===== src/rtl/mux1hot_pkg.sv =====
// Shared types and helpers for the one-hot mux pipeline.
//   skid_state_e : occupancy of the 2-entry output skid buffer
//   onehot_ok    : 1 when exactly one select bit is set
//   onehot_enc   : binary index of the lowest set select bit (0 when none set)
// Selects are passed zero-extended to SEL_MAX bits so that one function
// serves every N up to SEL_MAX.
package mux1hot_pkg;

  localparam int unsigned SEL_MAX = 64;

  typedef logic [SEL_MAX-1:0] sel_vec_t;

  typedef enum logic [1:0] {
    SKID_EMPTY = 2'd0,
    SKID_ONE   = 2'd1,
    SKID_TWO   = 2'd2
  } skid_state_e;

  function automatic logic onehot_ok(input sel_vec_t sel);
    int unsigned ones;
    ones = 0;
    for (int unsigned i = 0; i < SEL_MAX; i++) begin
      if (sel[i]) ones++;
    end
    return (ones == 1);
  endfunction

  function automatic int unsigned onehot_enc(input sel_vec_t sel);
    int unsigned idx;
    idx = 0;
    // Scan downwards so the lowest set bit is the last one written.
    for (int unsigned i = SEL_MAX; i > 0; i--) begin
      if (sel[i-1]) idx = i - 1;
    end
    return idx;
  endfunction

endpackage


===== src/rtl/mux1hot_skid.sv =====
// Generic 2-entry skid buffer with fully registered outputs.
// Ports:
//   clk, rst             : clock, synchronous active-high reset
//   in_valid / in_ready  : upstream handshake; in_ready is a register
//   in_data  [W-1:0]     : payload pushed on in_valid && in_ready
//   out_valid / out_ready: downstream handshake; out_valid is a register
//   out_data [W-1:0]     : payload held in the main entry
// in_ready is computed from the next state, so there is no combinational
// path from out_ready to in_ready while 1 beat/cycle throughput is kept.
module mux1hot_skid
  import mux1hot_pkg::*;
#(
  parameter int unsigned W = 8
) (
  input  logic         clk,
  input  logic         rst,
  input  logic         in_valid,
  output logic         in_ready,
  input  logic [W-1:0] in_data,
  output logic         out_valid,
  input  logic         out_ready,
  output logic [W-1:0] out_data
);

  skid_state_e  state_q, state_d;
  logic [W-1:0] main_q, main_d;
  logic [W-1:0] skid_q, skid_d;
  logic         ready_q, valid_q;
  logic         push, pop;

  assign push = in_valid && ready_q;
  assign pop  = valid_q && out_ready;

  always_comb begin
    state_d = state_q;
    main_d  = main_q;
    skid_d  = skid_q;
    unique case (state_q)
      SKID_EMPTY: begin
        if (push) begin
          main_d  = in_data;
          state_d = SKID_ONE;
        end
      end
      SKID_ONE: begin
        if (push && pop) begin
          main_d = in_data;
        end else if (pop) begin
          state_d = SKID_EMPTY;
        end else if (push) begin
          skid_d  = in_data;
          state_d = SKID_TWO;
        end
      end
      SKID_TWO: begin
        // ready_q is low here, so only a pop can happen.
        if (pop) begin
          main_d  = skid_q;
          state_d = SKID_ONE;
        end
      end
      default: state_d = SKID_EMPTY;
    endcase
  end

  always_ff @(posedge clk) begin
    if (rst) begin
      state_q <= SKID_EMPTY;
      main_q  <= '0;
      skid_q  <= '0;
      ready_q <= 1'b1;
      valid_q <= 1'b0;
    end else begin
      state_q <= state_d;
      main_q  <= main_d;
      skid_q  <= skid_d;
      ready_q <= (state_d != SKID_TWO);
      valid_q <= (state_d != SKID_EMPTY);
    end
  end

  assign in_ready  = ready_q;
  assign out_valid = valid_q;
  assign out_data  = main_q;

endmodule


===== src/rtl/mux1hot_pipe.sv =====
// N-input one-hot AND-OR mux feeding a registered 2-entry skid buffer.
// Ports:
//   clk, rst            : clock, synchronous active-high reset
//   in_valid / in_ready : input handshake (in_ready registered)
//   in_data [N*WIDTH]   : input i at in_data[i*WIDTH +: WIDTH]
//   in_sel  [N]         : one-hot select, qualified by in_valid
//   out_valid/out_ready : output handshake
//   out_data [WIDTH]    : selected data
//   out_idx             : index of lowest set select bit
//   err                 : 1-cycle pulse after an illegal select is accepted
//   err_cnt [CNT_W]     : saturating count of illegal selects
// Build option MUX1HOT_PIPE_SELCHK_EN: when defined, accepted beats whose
// select is not one-hot are consumed but dropped and reported on err/err_cnt;
// when undefined every accepted beat is forwarded and err/err_cnt are 0.
module mux1hot_pipe
  import mux1hot_pkg::*;
#(
  parameter int unsigned WIDTH = 8,
  parameter int unsigned N     = 4,
  parameter int unsigned CNT_W = 8
) (
  input  logic                 clk,
  input  logic                 rst,
  input  logic                 in_valid,
  output logic                 in_ready,
  input  logic [N*WIDTH-1:0]   in_data,
  input  logic [N-1:0]         in_sel,
  output logic                 out_valid,
  input  logic                 out_ready,
  output logic [WIDTH-1:0]     out_data,
  output logic [$clog2(N)-1:0] out_idx,
  output logic                 err,
  output logic [CNT_W-1:0]     err_cnt
);

  localparam int unsigned IDX_W = $clog2(N);
  localparam int unsigned PAY_W = IDX_W + WIDTH;

  logic [WIDTH-1:0] mux_data;
  logic [IDX_W-1:0] mux_idx;
  logic             sel_legal;
  logic             skid_in_valid;
  logic [PAY_W-1:0] pay_in, pay_out;

  always_comb begin
    mux_data = '0;
    for (int unsigned i = 0; i < N; i++) begin
      if (in_sel[i]) mux_data = mux_data | in_data[i*WIDTH +: WIDTH];
    end
  end

  assign mux_idx = IDX_W'(onehot_enc(sel_vec_t'(in_sel)));

`ifdef MUX1HOT_PIPE_SELCHK_EN
  logic             accept;
  logic             err_q;
  logic [CNT_W-1:0] err_cnt_q;

  assign sel_legal = onehot_ok(sel_vec_t'(in_sel));
  assign accept    = in_valid && in_ready;

  always_ff @(posedge clk) begin
    if (rst) begin
      err_q     <= 1'b0;
      err_cnt_q <= '0;
    end else begin
      err_q <= accept && !sel_legal;
      if (accept && !sel_legal && (err_cnt_q != '1)) begin
        err_cnt_q <= err_cnt_q + CNT_W'(1);
      end
    end
  end

  assign err     = err_q;
  assign err_cnt = err_cnt_q;
`else
  assign sel_legal = 1'b1;
  assign err       = 1'b0;
  assign err_cnt   = '0;
`endif

  // in_ready comes straight from the skid; an illegal beat still completes
  // its upstream handshake but never enters the buffer.
  assign skid_in_valid = in_valid && sel_legal;
  assign pay_in        = {mux_idx, mux_data};

  mux1hot_skid #(
    .W (PAY_W)
  ) u_skid (
    .clk       (clk),
    .rst       (rst),
    .in_valid  (skid_in_valid),
    .in_ready  (in_ready),
    .in_data   (pay_in),
    .out_valid (out_valid),
    .out_ready (out_ready),
    .out_data  (pay_out)
  );

  assign {out_idx, out_data} = pay_out;

endmodule


===== config.mk =====
export PLATFORM = sky130hd
export DESIGN_NAME = mux1hot_pipe
export DESIGN_NICKNAME = d
export VERILOG_FILES = /design/src/rtl/mux1hot_pkg.sv /design/src/rtl/mux1hot_skid.sv /design/src/rtl/mux1hot_pipe.sv
export SDC_FILE = /design/constraint.sdc
export NUM_CORES = 1
export LEC_CHECK = 0
export BUFFER_PORTS_ARGS = -buffer_cell sky130_fd_sc_hd__buf_4
export CORE_MARGIN = 2
export CORE_UTILIZATION = 49
export CTS_BUF_LIST = sky130_fd_sc_hd__clkbuf_16
export DETAILED_ROUTE_END_ITERATION = 7
export PLACE_DENSITY = 0.93
export SLEW_MARGIN = 20
export SYNTH_ARGS = -nofsm -noshare
export SYNTH_HDL_FRONTEND = slang
export SYNTH_SLANG_ARGS = --single-unit
export TNS_END_PERCENT = 100

===== constraint.sdc =====
create_clock -name clk -period 3.4 [get_ports clk]
set_clock_uncertainty 0.2 [all_clocks]
set_input_delay 0.68 -clock clk [delete_from_list [all_inputs] [get_ports clk]]
set_output_delay 0.68 -clock clk [all_outputs]
set_load 0.05 [all_outputs]

== Yosys cells after proc, flatten, opt, wreduce, memory -nomap -nowiden ==
Index checks and enable logic that the tools add are counted.

* Latch bits: 0
* Input bits: 40
* RAM bits: 0
* Bits in read-only memories: 0
* Word-level logic and storage cells: 42
* Output and inout bits: 21
* Memories kept: 0
* Register bits after elaboration: 24

* Equality and inequality tests: 6
* Multiplexer cells: 18
* Bitwise gates (word level): 5
* Order comparisons: 0
* Add/sub/neg operators: 0
* Shifts and indexed selects: 0
* Reductions and logical operators: 8
* $mul: 0
* Div/mod/pow operators: 0

{| class="wikitable"
|+ Operator list
! kind !! number
|-
| 8-bit 2-to-1 mux || 4
|-
| 10-bit 2-to-1 mux || 3
|-
| 10-bit case mux with 3 select lines || 1
|-
| 8-bit OR || 3
|-
| 2-bit 2-to-1 mux || 9
|-
| 4-bit AND reduction || 2
|-
| 2-bit by 1-bit != test with 1-bit output, second input constant || 3
|-
| 2-bit case mux with 3 select lines || 1
|-
| 1-bit logical AND || 3
|-
| 3-bit nonzero test || 1
|-
| 2-bit by 1-bit == test with 1-bit output, second input constant || 1
|-
| 2-bit == test, second input constant || 1
|-
| 2-bit logical NOT || 1
|-
| 2-bit != test, second input constant || 1
|-
| 1-bit inverter || 2
|-
| 2-bit nonzero test || 1
|}

== Logic depth before layout (Yosys ltp) ==
* Depth in word-level cells: 9
* Mapped depth: 6
* Gate-level depth less buffers: 4

== By module ==
A second synthesis with hierarchy kept.

* Cells, all modules: 158
* Area, all modules: 1396.3 µm²

{| class="wikitable"
|+ By module, submodules not included
! module !! instances !! cells an instance !! seq. area each (µm²) !! area each (µm²)
|-
| mux1hot_skid || 1 || 115 || 480.5 || 1098.6
|-
| mux1hot_pipe || 1 || 43 || 0.0 || 297.8
|}

== Worst setup path before layout ==
No wires, ideal clock.

* Kind: reg-to-reg
* From: register u_skid.ready_q, in the netlist u_skid.in_ready
* To: register u_skid.skid_q[9]
* Setup slack: 1586 ps
* Buffers on the path: 2
* Library setup time: 128 ps
* Period minus slack after synthesis: 1814 ps
* Cell stages (with the launch flop): 7
* Required time: 3072 ps
* Arrival: 1486 ps
* Path through: dfxtp_1 -> and3b_1 -> and3_1 -> buf_6 -> buf_8 -> mux2i_1 -> nor2_1

* Word-level cells in the longest chain between the ends: 4

{| class="wikitable"
|+ Ends and longest elaborated chain
! element !! RTL line !! RTL
|-
| start, declared || mux1hot_skid.sv:28 || <nowiki>logic ready_q, valid_q;</nowiki>
|-
| start signal, assigned || mux1hot_skid.sv:77 || <nowiki>ready_q <= (state_d != SKID_TWO);</nowiki>
|-
| 1-bit logical AND (*) || mux1hot_skid.sv:31 || <nowiki>assign push = in_valid && ready_q;</nowiki>
|-
| 1-bit logical AND || mux1hot_skid.sv:46 || <nowiki>if (push && pop) begin</nowiki>
|-
| 1-bit inverter (no line) || -- ||
|-
| 4-bit AND reduction (no line) (*) || -- ||
|-
| end signal, assigned || mux1hot_skid.sv:76 || <nowiki>skid_q <= skid_d;</nowiki>
|-
| end, declared || mux1hot_skid.sv:27 || <nowiki>logic [W-1:0] skid_q, skid_d;</nowiki>
|}

Mark *: on every way between the ends. The rest lies on a longest branch, timed or not.
A chain may end at the register's enable or synchronous reset.

== Worst setup path after layout ==
* From: input in_valid
* To: register u_skid.skid_q[3]

* Word-level cells in the longest chain between the ends: 4

{| class="wikitable"
|+ Ends and longest elaborated chain
! element !! RTL line !! RTL
|-
| start, declared || mux1hot_pipe.sv:24 || <nowiki>input logic in_valid,</nowiki>
|-
| 1-bit logical AND (*) || mux1hot_skid.sv:31 ||
|-
| 1-bit logical AND || mux1hot_skid.sv:46 ||
|-
| 1-bit inverter (no line) || -- ||
|-
| 4-bit AND reduction (no line) (*) || -- ||
|}

Marks and branches as above.

==> flow_summary.toml <==
[outcome]
status = "complete, no violations"

[logic_synthesis]
synth_top_area_share_pct = 38.4
synth_ff_type = "dfxtp_1"
synth_most_common_cell = "dfxtp_1"
synthCells = 152
syn_area_um2 = 1250
syn_avg_cell_area_um2 = 8.24
synth_edf_count = 0
ys_warn_count = 0
yosys.area.top_type = "dfxtp_1"
synthTopCellsByCount = "24 x dfxtp_1, 16 x a22oi_1, 15 x nor2_1"
ys_seq_elements = 24
ys_seq_area_share_pct = 38.4
synth-async-reset-ratio_pct = 0
ys_types = 28
yosys-top-cells-area = "dfxtp_1 38%, a22oi_1 9.6%, nand2b_1 5.5%"

[timing]
fin_tns_setup_ns = 0
tightest_slew_ns = 0.610
slew_violations = 0
setup_viol = 0
finalCriticalPeriod_ns = 1.92
fmax_ghz = 0.521
hold_violations = 0
rsz0062_at_grt = "no"
relSlewSlack_pct = 59.3
post-route-period-util_pct = 56.5

[hold_path]
hold_class = "flip-flop to flip-flop"
holdPathStages = 2

[clocking]
clock_sinks = 24
h-tree-depth = 1
postCtsResizedCells = 0
hold_buffers = 0
root_buffer = "clkbuf_16"
clock_path_buffers = 2
cts_tree = "done"
post_cts.repair.setup_buffers = 0
insertion_delay_ns = 0.25
cts_made_buffers = 3
clkSlewWorstSetupHoldPaths_ns = 0.06

[global_routing]
grt_max_degree = 25
grt_pass1_wl_um = 5130
antenna_found_initial = 0
track_usage_pct = 23.9
grt-ovfl-total = 0
grt_pass1_vias = 1261

[cells_and_area]
nets = 235
drive_gt1_share_pct = 31.6
n_antenna_cell = 0
fin_cells = 223
area_growth_pct = 31.0
fin_area_um2 = 1640
fin_util_pct = 66.8

[pwr]
power_mw = 0.938
vdd_ir_drop_max_mv = 0.455
p_leak_nw = 0.749
power_density_nw_per_um2 = 572

[job]
drv_cap = 0

[setup_path]
critical_path_class = "input pin to flip-flop"
crit_required_ns = 3.34
cp_max_fo = 18
crit_arrival_ns = 1.86
worst_setup_path_start_kind = "input pin"
r2r_cells = 4
worst_setup_path_end_kind = "flip-flop"

[placed_design]
finalWeightedCongestion = 0.851
io_buffers = 51
placedCellCount = 220
place_area_um2 = 1570
dp.final_hpwl_um = 2520

[route]
detail-route-antenna-nets = 0
drtIter0Drc = 39
firstDrtPassIters = 4
num_vias = 1257
drc = 0
wl_per_cell_um = 14.2
viasPerCell = 5.64
drt-total-wl_um = 3170

[floorplanning]
die_w_um = 54.6
rows = 18
die-height_um = 54.6
dieArea_um2 = 2980
io_pins = 61
initial_core_util_pct = 51.0
coreArea_um2 = 2450
==> logic make-up after synthesis <==
| group | count (synthesis) | share of synthesized area, % |
|---|---|---|
| flops | 24 | 38.4 |
| compound gates | 40 | 22.2 |
| mux | 2 | 1.60 |
| simple gates | 61 | 25.3 |
| other cells | 1 | 0.299 |
| buf+inv | 23 | 11.6 |
| xor+xnor | 1 | 0.699 |
==> stage by stage <==
step | hold slack [ns] | setup WS [ns]
after global placement | 0.277 | 1.34
after floorplan | 0.254 | 1.59
after CTS | 0.298 | 1.50
after global routing | 0.317 | 1.37
final | 0.291 | 1.48
after detailed placement | 0.284 | 1.22
==> worst max-delay path, cell delays in order <==
cell and delay (ns):
buf_4 0.08, and3b_1 0.20, and3_1 0.54, and3_2 0.30, nor3_1 0.05
==> layout make-up <==
| cell class | instances | area [um^2] |
|---|---|---|
| clock buffers | 3 | 75.1 |
| fillers | 205 | 815 |
| inverters | 2 | 7.51 |
| multi-input cells | 113 | 657 |
| flip-flops and latches | 24 | 480 |
| well taps | 30 | 37.5 |
| repair buffers | 51 | 383 |
==> registers in the layout, indices dropped and copies added (netlist names) <==
signal / cells
u_skid.out_data: 10
u_skid.skid_q: 10
u_skid.state_q: 2
u_skid.in_ready: 1
u_skid.out_valid: 1
==> where the power goes <==
| group | switching, mW | internal, mW | leakage [nW] | total, mW |
|---|---|---|---|---|
| registers | 0.0274 | 0.325 | 0.197 | 0.352 |
| logic | 0.217 | 0.123 | 0.515 | 0.340 |
| clock network | 0.0908 | 0.155 | 0.0370 | 0.246 |
==> final timing paths <==
| check | from | to | slack [ns] |
|---|---|---|---|
| setup / recovery | in_valid | u_skid.skid_q[3] | 1.48 |
| hold / removal | u_skid.out_data[4] | u_skid.out_data[4] | 0.29 |
| setup reg to reg | u_skid.state_q[1] | u_skid.skid_q[3] | 1.56 |
| hold reg to reg | u_skid.out_data[4] | u_skid.out_data[4] | 0.29 |
==> routing by layer <==
layer  global-route usage, %  vias up  wire, um
met5                       0        -         0
met4                    5.83        0         0
met3                    5.19        0       162
met2                    50.0       40      1830
met1                    22.7      607      1180
li1                        -      610         -
==> cell usage in the layout (no fill, tap or decap) <==
master     count
and3_2         4
xnor2_1        1
o21a_1         1
a2bb2oi_1      1
nand2b_1      11
buf_4         51
a311oi_1       2
a21oi_1        2
a21o_2         1
a22oi_1       16
nand2_1        6
o22ai_1        8
and2b_2        1
clkbuf_16      3
and3b_1        1
nand3_1        8
conb_1         9
inv_1          2
nor3_1        10
o21ai_0        8
dfxtp_1       24
mux2i_1        2
nor2_1        15
o2bb2ai_2      1
and3_1         5
Power figures use the tool's default switching activity.
